<file path="config.mk">
export PLATFORM = sky130hd
export DESIGN_NAME = rotary_input_decoder
export DESIGN_NICKNAME = d
export VERILOG_FILES = /design/src/rtl/input_pkg.sv /design/src/rtl/debounce.sv /design/src/rtl/rotary_input_decoder.sv
export SDC_FILE = /design/constraint.sdc
export NUM_CORES = 1
export LEC_CHECK = 0
export CORE_ASPECT_RATIO = 1.25
export CORE_UTILIZATION = 45
export DETAILED_ROUTE_END_ITERATION = 16
export PLACE_DENSITY = 0.6
export SETUP_SLACK_MARGIN = 0.15
export SYNTH_ARGS = -nofsm -noshare
export SYNTH_HDL_FRONTEND = slang
export SYNTH_HIERARCHICAL = 1
export SYNTH_SLANG_ARGS = --single-unit
</file>
<file path="constraint.sdc">
create_clock -name clk -period 2.75 [get_ports clk]
set_input_delay 0.55 -clock clk [delete_from_list [all_inputs] [get_ports clk]]
set_output_delay 0.55 -clock clk [all_outputs]
set_load 0.03 [all_outputs]
</file>
<file path="src/rtl/input_pkg.sv">
// Shared types and constants for the rotary encoder / push-switch front end.
package input_pkg;

  // Push-switch handling states.
  typedef enum logic [1:0] {
    IDLE,
    PRESSED,
    LONG_HELD
  } btn_state_t;

  // Encoder rest position between detents (both contacts open).
  localparam logic [1:0] QUAD_DETENT = 2'b11;

  // Single-bit transitions that make up one full detent.
  localparam int QUAD_STEPS = 4;

  // Next {A,B} state in the clockwise sequence 11 -> 01 -> 00 -> 10 -> 11.
  function automatic logic [1:0] quad_cw_next(input logic [1:0] ab);
    case (ab)
      2'b11:   return 2'b01;
      2'b01:   return 2'b00;
      2'b00:   return 2'b10;
      default: return 2'b11;
    endcase
  endfunction

endpackage

</file>
<file path="src/rtl/debounce.sv">
// Two-flop synchronizer followed by a stability counter: the output follows
// the synchronized input only after it has disagreed for CYCLES clocks.
module debounce #(
  parameter int   CYCLES = 27000,
  parameter logic INIT   = 1'b1
) (
  input  logic clk,
  input  logic rst_n,
  input  logic din,
  output logic dout
);

  localparam int CW = (CYCLES > 1) ? $clog2(CYCLES) : 1;

  logic          sync1;
  logic          sync2;
  logic [CW-1:0] cnt;

  // Bring the asynchronous pin into the clk domain.
  // NOTE: registers use non-blocking assignments so sync1 -> sync2 is a true
  // two-stage pipeline; blocking here would collapse it into one flop.
  always_ff @(posedge clk or negedge rst_n) begin
    if (!rst_n) begin
      sync1 <= INIT;
      sync2 <= INIT;
    end else begin
      sync1 <= din;
      sync2 <= sync1;
    end
  end

  // Accept a new level only once it has been stable long enough.
  always_ff @(posedge clk or negedge rst_n) begin
    if (!rst_n) begin
      dout <= INIT;
      cnt  <= '0;
    end else if (sync2 == dout) begin
      cnt <= '0;
    end else if (cnt == CW'(CYCLES - 1)) begin
      dout <= sync2;
      cnt  <= '0;
    end else begin
      cnt <= cnt + CW'(1);
    end
  end

endmodule

</file>
<file path="src/rtl/rotary_input_decoder.sv">
// Rotary encoder + push switch front end: debounced quadrature decoding into
// detent step pulses and a wrapped cursor, plus short/long press pulses.
module rotary_input_decoder #(
  parameter int DEBOUNCE_CYCLES   = 27000,
  parameter int LONG_PRESS_CYCLES = 13500000,
  parameter int POS_MAX           = 7
) (
  input  logic                             clk,
  input  logic                             rst_n,
  input  logic                             rotary_a,
  input  logic                             rotary_b,
  input  logic                             rotary_sw,
  output logic [$clog2(POS_MAX+1)-1:0]     pos,
  output logic                             step_cw,
  output logic                             step_ccw,
  output logic                             sw_level,
  output logic                             sw_short,
  output logic                             sw_long
);

  import input_pkg::*;

  localparam int PW          = $clog2(POS_MAX + 1);
  localparam int HW          = $clog2(LONG_PRESS_CYCLES + 1);
  // Long enough for a switch held through reset to appear on the debounced
  // output before presses are accepted.
  localparam int BOOT_CYCLES = DEBOUNCE_CYCLES + 4;
  localparam int BW          = $clog2(BOOT_CYCLES + 1);

  localparam logic signed [3:0] SUB_FULL  = 4'(QUAD_STEPS);
  localparam logic [HW-1:0]     HOLD_LAST = HW'(LONG_PRESS_CYCLES - 1);

  logic              db_a;
  logic              db_b;
  logic              db_sw;
  logic [1:0]        ab;
  logic [1:0]        prev_ab;
  logic signed [3:0] sub;
  logic signed [3:0] sub_next;
  logic              at_detent;
  logic              cw_hit;
  logic              ccw_hit;
  logic              pressed;
  btn_state_t        state;
  logic [HW-1:0]     hold;
  logic [BW-1:0]     boot_cnt;
  logic              booted;

  debounce #(.CYCLES(DEBOUNCE_CYCLES), .INIT(1'b1)) u_db_a (
    .clk(clk), .rst_n(rst_n), .din(rotary_a), .dout(db_a)
  );
  debounce #(.CYCLES(DEBOUNCE_CYCLES), .INIT(1'b1)) u_db_b (
    .clk(clk), .rst_n(rst_n), .din(rotary_b), .dout(db_b)
  );
  debounce #(.CYCLES(DEBOUNCE_CYCLES), .INIT(1'b1)) u_db_sw (
    .clk(clk), .rst_n(rst_n), .din(rotary_sw), .dout(db_sw)
  );

  assign ab       = {db_a, db_b};
  assign pressed  = ~db_sw;
  assign sw_level = pressed;

  // Sub-step count after the current {A,B} change and detent completion flags.
  // NOTE: every output gets a default first so no path leaves it unassigned,
  // which would otherwise infer a latch.
  always_comb begin
    sub_next = '0;
    if (ab == quad_cw_next(prev_ab)) begin
      sub_next = sub + 4'sd1;
    end else if (prev_ab == quad_cw_next(ab)) begin
      sub_next = sub - 4'sd1;
    end
    at_detent = (ab != prev_ab) && (ab == QUAD_DETENT);
    cw_hit    = at_detent && (sub_next == SUB_FULL);
    ccw_hit   = at_detent && (sub_next == -SUB_FULL);
  end

  // Track quadrature progress and emit one pulse per completed detent.
  always_ff @(posedge clk or negedge rst_n) begin
    if (!rst_n) begin
      prev_ab  <= QUAD_DETENT;
      sub      <= '0;
      step_cw  <= 1'b0;
      step_ccw <= 1'b0;
    end else begin
      step_cw  <= cw_hit;
      step_ccw <= ccw_hit;
      if (ab != prev_ab) begin
        prev_ab <= ab;
        sub     <= at_detent ? 4'sd0 : sub_next;
      end
    end
  end

  // Cursor moves with the step pulses, wrapping within 0..POS_MAX.
  always_ff @(posedge clk or negedge rst_n) begin
    if (!rst_n) begin
      pos <= '0;
    end else if (cw_hit) begin
      pos <= (pos == PW'(POS_MAX)) ? '0 : pos + PW'(1);
    end else if (ccw_hit) begin
      pos <= (pos == '0) ? PW'(POS_MAX) : pos - PW'(1);
    end
  end

  // Startup window after reset during which a press counts as already held.
  always_ff @(posedge clk or negedge rst_n) begin
    if (!rst_n) begin
      boot_cnt <= '0;
      booted   <= 1'b0;
    end else if (!booted) begin
      if (boot_cnt == BW'(BOOT_CYCLES - 1)) begin
        booted <= 1'b1;
      end else begin
        boot_cnt <= boot_cnt + BW'(1);
      end
    end
  end

  // Button FSM: short press on early release, long press once at the hold limit.
  always_ff @(posedge clk or negedge rst_n) begin
    if (!rst_n) begin
      state    <= IDLE;
      hold     <= '0;
      sw_short <= 1'b0;
      sw_long  <= 1'b0;
    end else begin
      sw_short <= 1'b0;
      sw_long  <= 1'b0;
      case (state)
        IDLE: begin
          if (pressed) begin
            hold  <= '0;
            // A switch held across reset must be released before it can act.
            state <= booted ? PRESSED : LONG_HELD;
          end
        end
        PRESSED: begin
          if (!pressed) begin
            sw_short <= 1'b1;
            state    <= IDLE;
          end else if (hold == HOLD_LAST) begin
            sw_long <= 1'b1;
            state   <= LONG_HELD;
          end else begin
            hold <= hold + HW'(1);
          end
        end
        LONG_HELD: begin
          if (!pressed) state <= IDLE;
        end
        default: state <= IDLE;
      endcase
    end
  end

endmodule
</file>
# [Word level (Yosys, flattened, before mapping)]
# Cells that the tools add are included.
[op_classes] n_mux=33 n_reduce_logical=15 eq_ne=25 shift=0 bitwise=6 multipliers=0 n_div=0 n_lt_le_gt_ge=0 add_sub_neg=9
[op_table] cell="$mux W15" n=6
[op_table] cell="$mux W24" n=3
[op_table] cell="$add A15 B1 Y15 const B" n=4
[op_table] cell="$eq A15 B15 Y1 const B" n=4
[op_table] cell="$pmux W24 S2" n=1
[op_table] cell="$add A24 B1 Y24 const B" n=1
[op_table] cell="$eq A24 B24 Y1 const B" n=1
[op_table] cell="$pmux W2 S3" n=3
[op_table] cell="$mux W2" n=6
[op_table] cell="$mux W3" n=4
[op_table] cell="$mux W4" n=3
[op_table] cell="$reduce_and A2 Y1" n=4
[op_table] cell="$mux W1" n=7
[op_table] cell="$eq A2 B1 Y1 const B" n=3
[op_table] cell="$eq A2 B2 Y1 const B" n=3
[op_table] cell="$logic_not A2 Y1" n=3
[op_table] cell="$ne A2 B2 Y1 const B" n=3
[op_table] cell="$not A1 Y1" n=6
[op_table] cell="$add A4 B2 Y4 const B" n=1
[op_table] cell="$eq A2 B2 Y1" n=2
[op_table] cell="$eq A4 B3 Y1 const B" n=1
[op_table] cell="$eq A4 B4 Y1 const B" n=1
[op_table] cell="$reduce_and A4 Y1" n=1
[op_table] cell="$reduce_bool A2 Y1" n=2
[op_table] cell="11 further kinds" n=15
[word_totals] mem_bits_ro=0 mem_bits_rw=0 ff_bits=109 latchBits=0 out_inout_bits=8 inputBits=5 word_cells=111 n_memories=0

# [Logic depth before layout (Yosys ltp)]
# Gate-level depths: netlist of run 1.
[logic_depth] word_depth=11 mapped_depth=8 depth_no_buf=7

# [Cells and area by module]
# The synthesis of run 1 kept the hierarchy.
[modules_own_cells] module="rotary_input_decoder" n_inst=1 seq_area_each_um2=1378.8 cells_each=314 area_each_um2=2956.6
[modules_own_cells] module="debounce" n_inst=3 seq_area_each_um2=454.2 cells_each=80 area_each_um2=852.1

# [Worst setup path before layout of run 1]
# OpenSTA, ideal clock, no wires.
[synth_path] path_type="register to register" from="register u_db_b.dout" to="register pos[0]" arrival_ns=1.906 setup_time_ns=0.145 path_stages_with_launch=8 n_path_buf=1 synth_period_minus_slack_ns=2.051 required_ns=2.605 setup_slack_ns=0.699 path_cell_list="dfstp_2 > xor2_1 > nor4b_1 > or4_1 > and4b_1 > buf_2 > o22ai_1 > a31oi_1"
[synth_via] elab_chain_len=9 word_cells_on_any_way=17 classes_between="eq/ne: 7; mux: 5; reduce/logical: 5"
[synth_lines] item="from (decl)" line="debounce.sv:10" rtl="output logic dout"
[synth_lines] item="from (signal assigned)" line="debounce.sv:40" rtl="dout <= sync2;"
[synth_lines] item="$eq A2 B1 Y1 (tied with other cells)" line="input_pkg.sv:19" rtl="case (ab)"
[synth_lines] item="$pmux W2 S3" line="input_pkg.sv:19"
[synth_lines] item="$mux W2" line="rotary_input_decoder.sv:68" rtl="if (ab == quad_cw_next(prev_ab)) begin"
[synth_lines] item="$eq A2 B2 Y1" line="rotary_input_decoder.sv:70" rtl="end else if (prev_ab == quad_cw_next(ab)) begin"
[synth_lines] item="$mux W4" line="rotary_input_decoder.sv:70"
[synth_lines] item="$mux W4" line="rotary_input_decoder.sv:68"
[synth_lines] item="$eq A4 B4 Y1 / $eq A4 B3 Y1 (equally long branches)" line="rotary_input_decoder.sv:74, rotary_input_decoder.sv:75"
[synth_lines] item="$logic_and A1 B1 Y1, on equally long branches" line="rotary_input_decoder.sv:74, rotary_input_decoder.sv:75"
[synth_lines] item="$mux W3 / $reduce_bool A2 Y1 (equally long branches)"
[synth_lines] item="to (signal assigned)" line="rotary_input_decoder.sv:100" rtl="pos <= (pos == PW'(POS_MAX)) ? '0 : pos + PW'(1);"
[synth_lines] item="to (signal assigned)" line="rotary_input_decoder.sv:102" rtl="pos <= (pos == '0) ? PW'(POS_MAX) : pos - PW'(1);"
[synth_lines] item="to (decl)" line="rotary_input_decoder.sv:13" rtl="output logic [$clog2(POS_MAX+1)-1:0] pos,"
# Parallel ways exist; a longest one is shown, timed or not. The select of a mux whose other input is x is not followed.
# A chain may end at the register's enable or synchronous reset.

# [Final worst setup path of run 1]
# Same ends and word-level chain as after synthesis.

==> impl_results.md, run 1 <==
* Area Overhead vs Synth at 11.2%
* EDFF count, synth at 0
* Post-synth top area share at 44.5%
* Syn avg cell area at 9.95 µm²
* Wirelength per Cell at 13.8 µm
* Multi-input gate area at 2600 µm²
* Worst ir drop on vdd at 0.390 mV
* GRT overflow at 0
* Site Rows at 44
* Count of pins over their slew limit at 0
* Top-count cell post-synth: dfrtp_1
* DP HPWL at 6850 µm
* CP max FO at 17
* GPL Wtd Cong at 0.772
* Die Y at 126 µm
* Port bufs at 12
* Via count at 3968
* Synth area leader: dfrtp_1
* Power per cell area at 508 nW/µm²
* Post-synth cell types at between 50 and 60
* Global-route wire length before repair at 18000 µm
* Syn_nets at 570
* Startpoint Class: register
* Worst R2R Setup Slack at about 0.43 ns
* Pre-antenna DRT Iters at 4
* Static Leak at 2.57 nW
* Hold_buf cts at 0
* Fill count at 1095
* Htree depth at 3
* Initial antenna violation count at 0
* Commonest cells in the netlist: dfrtp_1 (98), nor2_1 (68), nand2_1 (48), xnor2_1 (46), nand3_1 (30)
* Cts repair resizes at 0
* Primary FF master, synth: dfrtp_1
* RSZ-0062 raised after global routing: false
* Outcome: finished, final reports clean
* Vias/cell at 5.44
* Setup bufs post-CTS at 0
* Drt total wl at 10100 µm
* Design Area, Final at 6130 µm²
* Mapped Cells at approximately 550
* Final setup fails at 0
* Number of I/O pins at 13
* CP startpoint: u_db_b/dout
* Max Fclk at 0.432 GHz
* Total core area at 11800 µm²
* # nets final at 580
* WS Path Type: reg -> reg
* CTS clk-pin slew, worst paths at approximately 0.070 ns
* Worst-path cell chain: xor2_1 -> nor4b_1 -> or4_1 -> and4b_1 -> o22ai_1 -> a31oi_1
* Final period util at between 80% and 90%
* 1st-iter DRT viols at 219
* Min Tclk post-route at about 2.3 ns
* Setup TNS Final at 0 ns
* Dpl cell area at about 5800 µm²
* Full die area at 12700 µm²
* Register area at 2740 µm²
* ANT nets after route at 0
* Worst skew pair latency at 0.35 ns
* Clk buf depth at 2
* #FFs+latches synth at 109
* CTS sink cnt at 109
* HP Class: in -> async
* Max incr delay on CP at 0.73 ns
* Num CTS Buffers at 9
* Worst r2r src: u_db_b/dout
* CP required at 2.98 ns
* Vias in the first global route at 3855
* Max cap viols at 0
* Worst Tran Pin Value at 0.593 ns
* Tot GR Track Use at 17.7%
* Remaining DRCs at 0
* Synthesis warning total at 6
* Total power at 3.11 mW
* CP Capture Type: register
* Worst Skew at approximately 0.0084 ns
* FFs w/ async S/R, synth at 100%
* Starting Density at 46.8%
* Largest net degree at the start of global routing at between 40 and 50
* Relative slew slack at 60.5%
* Antenna diodes at 0
* Critical-path top delay cell: dfstp_2
* CTS tree: yes
* CTS root buffer: clkbuf_16
* Final Hold Fails at 0
* Register area share after synthesis at about half
* Share of cells above drive strength 1 at 9.31%
* Die W at 101 µm
* Post-Syn Area at 5510 µm²
* Largest cells by area after synthesis: dfrtp_1 (44%), xnor2_1 (7.3%), dfstp_2 (5.2%)
* Crit path DAT at 2.54 ns
[cell type report]
type,count,share of cell area (%)
clock buffer,9,3.67
clock inverter,7,1.61
inverter,23,1.41
multi-input combinational,403,42.4
sequential,109,44.7
tap,161,3.29
timing repair buffer,18,2.86
[metal layers]
metal | part of all wire [%] | GRT usage, % | up-vias
met5 | 0 | 0 | -
met4 | 1.6 | 6.99 | 0
met3 | 3.0 | 4.05 | 9
met2 | 48 | 28.2 | 55
met1 | 48 | 23.5 | 1939
li1 | - | - | 1965
[cell families after synthesis]
kind of cell,synth area share (%)
AND/OR/NAND/NOR,24.0
flip-flops,49.7
buffers and inverters,3.11
AO/OA/AOI/OAI,8.10
adder cells (fa/ha/maj),2.50
XOR/XNOR,11.0
multiplexers,1.57
[where the power goes]
part	leakage (nW)	switching, mW	total [mW]	internal, mW
Sequential	1.46	0.0152	1.64	1.62
Clock	0.150	0.600	1.40	0.803
Combinational	0.959	0.0512	0.0720	0.0208
Total	2.57	0.666	3.11	2.44
[placed cells by master (no fill, tap or decap), types with 14 or more instances in the layout]
cell      n
dfrtp_1  98
nor2_1   68
nand2_1  48
xnor2_1  46
nand3_1  30
nor3_1   26
xor2_1   23
inv_1    23
and3_1   17
nand4_1  14
[per-stage QoR]
stage | hold slack, ns | std cells | util [%] | setup slack [ns]
after floorplan | 0.254 | 554 | - | 0.699
after CTS | 0.169 | 730 | 52.0 | 0.469
after detailed placement | 0.347 | 714 | 49.3 | 0.488
after global routing | 0.205 | 730 | 52.0 | 0.259
final | 0.155 | 730 | 52.0 | 0.433
after global placement | 0.350 | 714 | 49.3 | 0.534
[critical path: cells and delay by family, from the launching register on]
family / cells / cell delay, ns
compound gates: 2 / 0.24
xor+xnor: 1 / 0.28
flops: 1 / 0.73
simple gates: 3 / 0.93
[state kept, by name, indices dropped and copies added, names as in the netlist, 2 cells and up]
name         flops
state            2
boot_cnt        15
u_db_a/cnt      15
hold            24
prev_ab          2
u_db_b/cnt      15
sub              4
u_db_sw/cnt     15
pos              3
[final timing paths]
kind                                  endpoint  depth (start not counted)
worst max-delay path                    pos[0]                          6
worst max register to register          pos[0]                          6
worst min-delay path            u_db_b/cnt[12]                          1
worst min register to register    u_db_a/sync2                          0
max in group asynchronous       u_db_sw/cnt[7]                          2
min in group clk                  u_db_a/sync2                          0
(Power assumes the default switching activity.)
==> run 2: changes to the inputs <==
==> constraint.sdc (replaced) <==
create_clock -name clk -period 2.43 [get_ports clk]
set_input_delay 0.486 -clock clk [delete_from_list [all_inputs] [get_ports clk]]
set_output_delay 0.486 -clock clk [all_outputs]
set_load 0.03 [all_outputs]
==> run 2 against run 1 <==
Net effect: via count is 1.7% higher; first-iteration DRC count is 3.7% higher; clock power is 6% higher; utilization is 0.25 points higher; register-to-register slack worse by 0.18 ns; non-clock buffer count is 8 higher; total power is 9.7% higher; hold slack worse by 0.053 ns; clock-buffer cell count is 5 higher; critical path type unchanged.
==> impl_results.md, run 2 (synthesis gave the netlist of run 1 again) <==
* DP HPWL at 7090 µm (was 6850 µm)
* Port bufs at 12 (unchanged)
* Worst R2R Setup Slack at 0.25 ns (was 0.43 ns)
* Clk buf depth at 2 (unchanged)
* Min Tclk post-route at 2.18 ns (was 2.32 ns)
* Hold_buf cts at 0 (unchanged)
* Commonest non-fill, non-tap cell in the layout: dfrtp_1 (unchanged)
* Wirelength per Cell at 13.6 µm (was 13.8 µm)
* Worst Tran Pin Value at 0.584 ns (was 0.593 ns)
* Antenna diodes at 0 (unchanged)
* Tot GR Track Use at 17.8% (was 17.7%)
* WS Path Type: reg -> reg (unchanged)
* CTS sink cnt at 109 (unchanged)
* Worst-path cell chain: xor2_2 -> nor4b_1 -> or4_1 -> and4b_1 -> o22ai_1 -> a31oi_1 (was xor2_1 -> nor4b_1 -> or4_1 -> and4b_1 -> o22ai_1 -> a31oi_1)
* Global-route wire length before repair at 18200 µm (was 18000 µm)
* Most flop-heavy register: hold (unchanged)
* Worst Skew at 0.00695 ns (was 0.00838 ns)
* Worst skew pair latency at 0.35 ns (about the same)
* Number of I/O pins at 13 (unchanged)
* Drt total wl at 10100 µm (about the same)
* Vias in the first global route at 3977 (was 3855)
* Design Area, Final at 6160 µm² (was 6130 µm²)
* GRT overflow at 0 (unchanged)
* Vias/cell at 5.47 (was 5.44)
* Power per cell area at 554 nW/µm² (was 508 nW/µm²)
* CP Capture Type: register (unchanged)
* Flip-flop count of the largest register after layout at 24 (unchanged)
* ANT nets after route at 0 (unchanged)
* # nets final at 588 (was 580)
* Max Fclk at 0.459 GHz (was 0.432 GHz)
* Largest net degree at the start of global routing at 42 (was 43)
* Htree depth at 3 (unchanged)
* Most frequent cells in the layout: dfrtp_1 (98), nor2_1 (68), nand2_1 (48), xnor2_1 (46), nand3_1 (30) (unchanged)
* Final setup fails at 0 (unchanged)
* GPL Wtd Cong at 0.797 (was 0.772)
* Max incr delay on CP at 0.65 ns (was 0.73 ns)
* Final Hold Fails at 0 (unchanged)
* RSZ-0062 raised after global routing: false (unchanged)
* Num CTS Buffers at 9 (unchanged)
* Static Leak at 2.60 nW (was 2.57 nW)
* Area Overhead vs Synth at 11.7% (was 11.2%)
* Initial antenna violation count at 0 (unchanged)
* Starting Density at 46.8% (unchanged)
* CTS clk-pin slew, worst paths at 0.07 ns (about the same)
* 1st-iter DRT viols at 227 (was 219)
* Max cap viols at 0 (unchanged)
* Worst path top cell family by delay: simple AND/OR/NAND/NOR gates (unchanged)
* Top layer in use: met4 (unchanged)
* CP max FO at 9 (was 17)
* Share of cells above drive strength 1 at 10.2% (was 9.31%)
* Count of buffer and inverter cells on the critical path at 0 (unchanged)
* Outcome: finished, final reports clean (unchanged)
* Crit path DAT at 2.40 ns (was 2.54 ns)
* Count of pins over their slew limit at 0 (unchanged)
* Relative slew slack at 61.1% (was 60.5%)
* Setup TNS Final at 0 ns (unchanged)
* Critical-path top delay cell: dfstp_2 (unchanged)
* Met2 wire len at 4910 µm (was 4820 µm)
* CP startpoint: prev_ab[1] (was u_db_b/dout)
* HP Class: in -> async (unchanged)
* CP required at 2.65 ns (was 2.98 ns)
* Via count at 4037 (was 3968)
* Total core area at 11800 µm² (unchanged)
* CTS root buffer: clkbuf_16 (unchanged)
* Full die area at 12700 µm² (unchanged)
* Startpoint Class: register (unchanged)
* Die W at 101 µm (unchanged)
* Pre-antenna DRT Iters at 4 (unchanged)
* Worst r2r src: prev_ab[1] (was u_db_b/dout)
* Met1 Routed Length at 4710 µm (was 4800 µm)
* Die Y at 126 µm (unchanged)
* Final period util at 89.6% (was 84.3%)
* Dpl cell area at 5830 µm² (was 5800 µm²)
* Remaining DRCs at 0 (unchanged)
* CTS tree: yes (unchanged)
* Worst ir drop on vdd at 0.307 mV (was 0.390 mV)
* Site Rows at 44 (unchanged)
* Met3 routed WL at 305 µm (was 300 µm)
run 2: cell count changes in the layout (fill, tap and decap cells not counted):
cell | before | now
buf_4 | 6 | 15
clkbuf_1 | 0 | 3
clkinvlp_4 | 3 | 0
clkbuf_8 | 0 | 2
buf_12 | 1 | 0
bufinv_16 | 2 | 1
inv_8 | 1 | 0
xor2_1 | 23 | 22
xor2_2 | 0 | 1
run 2: report_power, final:
group	total, mW	internal, mW	switching (mW)
Sequential	1.85	1.84	0.0172
Clock	1.48	0.855	0.623
Combinational	0.0807	0.0230	0.0577
run 2: repair_timing:
item                                    4_1_cts  5_1_grt
endpoints found under the setup margin        0        2
resized for setup                             0        1
setup buffers                                 0        3
hold endpoints to repair                      0        0
run 2: worst register-to-register path: stages (launching register included):
cell and delay (ns):
dfstp_2 0.65, xor2_2 0.20, nor4b_1 0.08, or4_1 0.56, and4b_1 0.32, o22ai_1 0.18
a31oi_1 0.06
run 2: cell type report:
class                           count  area (µm²)
Fill cell                        1109        5620
Sequential cell                   109        2740
Multi-Input combinational cell    403        2610
Clock buffer                       14         264
Timing Repair Buffer               26         223
Tap cell                          161         201
Inverter                           23        86.3
Clock inverter                      2        35.0
run 2: metrics by stage:
stage	hold WS, ns	setup slack (ns)	instances	power (mW)	util [%]
6_report	0.102	0.253	738	3.41	52.3
5_1_grt	0.150	0.169	738	3.55	52.3
4_1_cts	0.122	0.189	735	3.47	52.0
3_5_place_dp	0.347	0.200	719	1.97	49.5
3_3_place_gp	0.348	0.287	719	1.97	49.5
2_1_floorplan	0.190	0.379	554	1.91	-
run 2: per-layer routing:
metal  vias up  track usage (%)
li1       1973                -
met1      2002             23.2
met2        49             28.9
met3        13             4.11
met4         0             6.05
met5         -                0
run 2: final timing paths:
check / to / cells after the start
hold reg to reg: u_db_b/sync2 / 0
max in group asynchronous: u_db_sw/dout / 2
setup reg to reg: pos[0] / 6
hold / removal: u_db_b/cnt[13] / 1
min in group clk: u_db_b/sync2 / 0
setup / recovery: pos[0] / 6
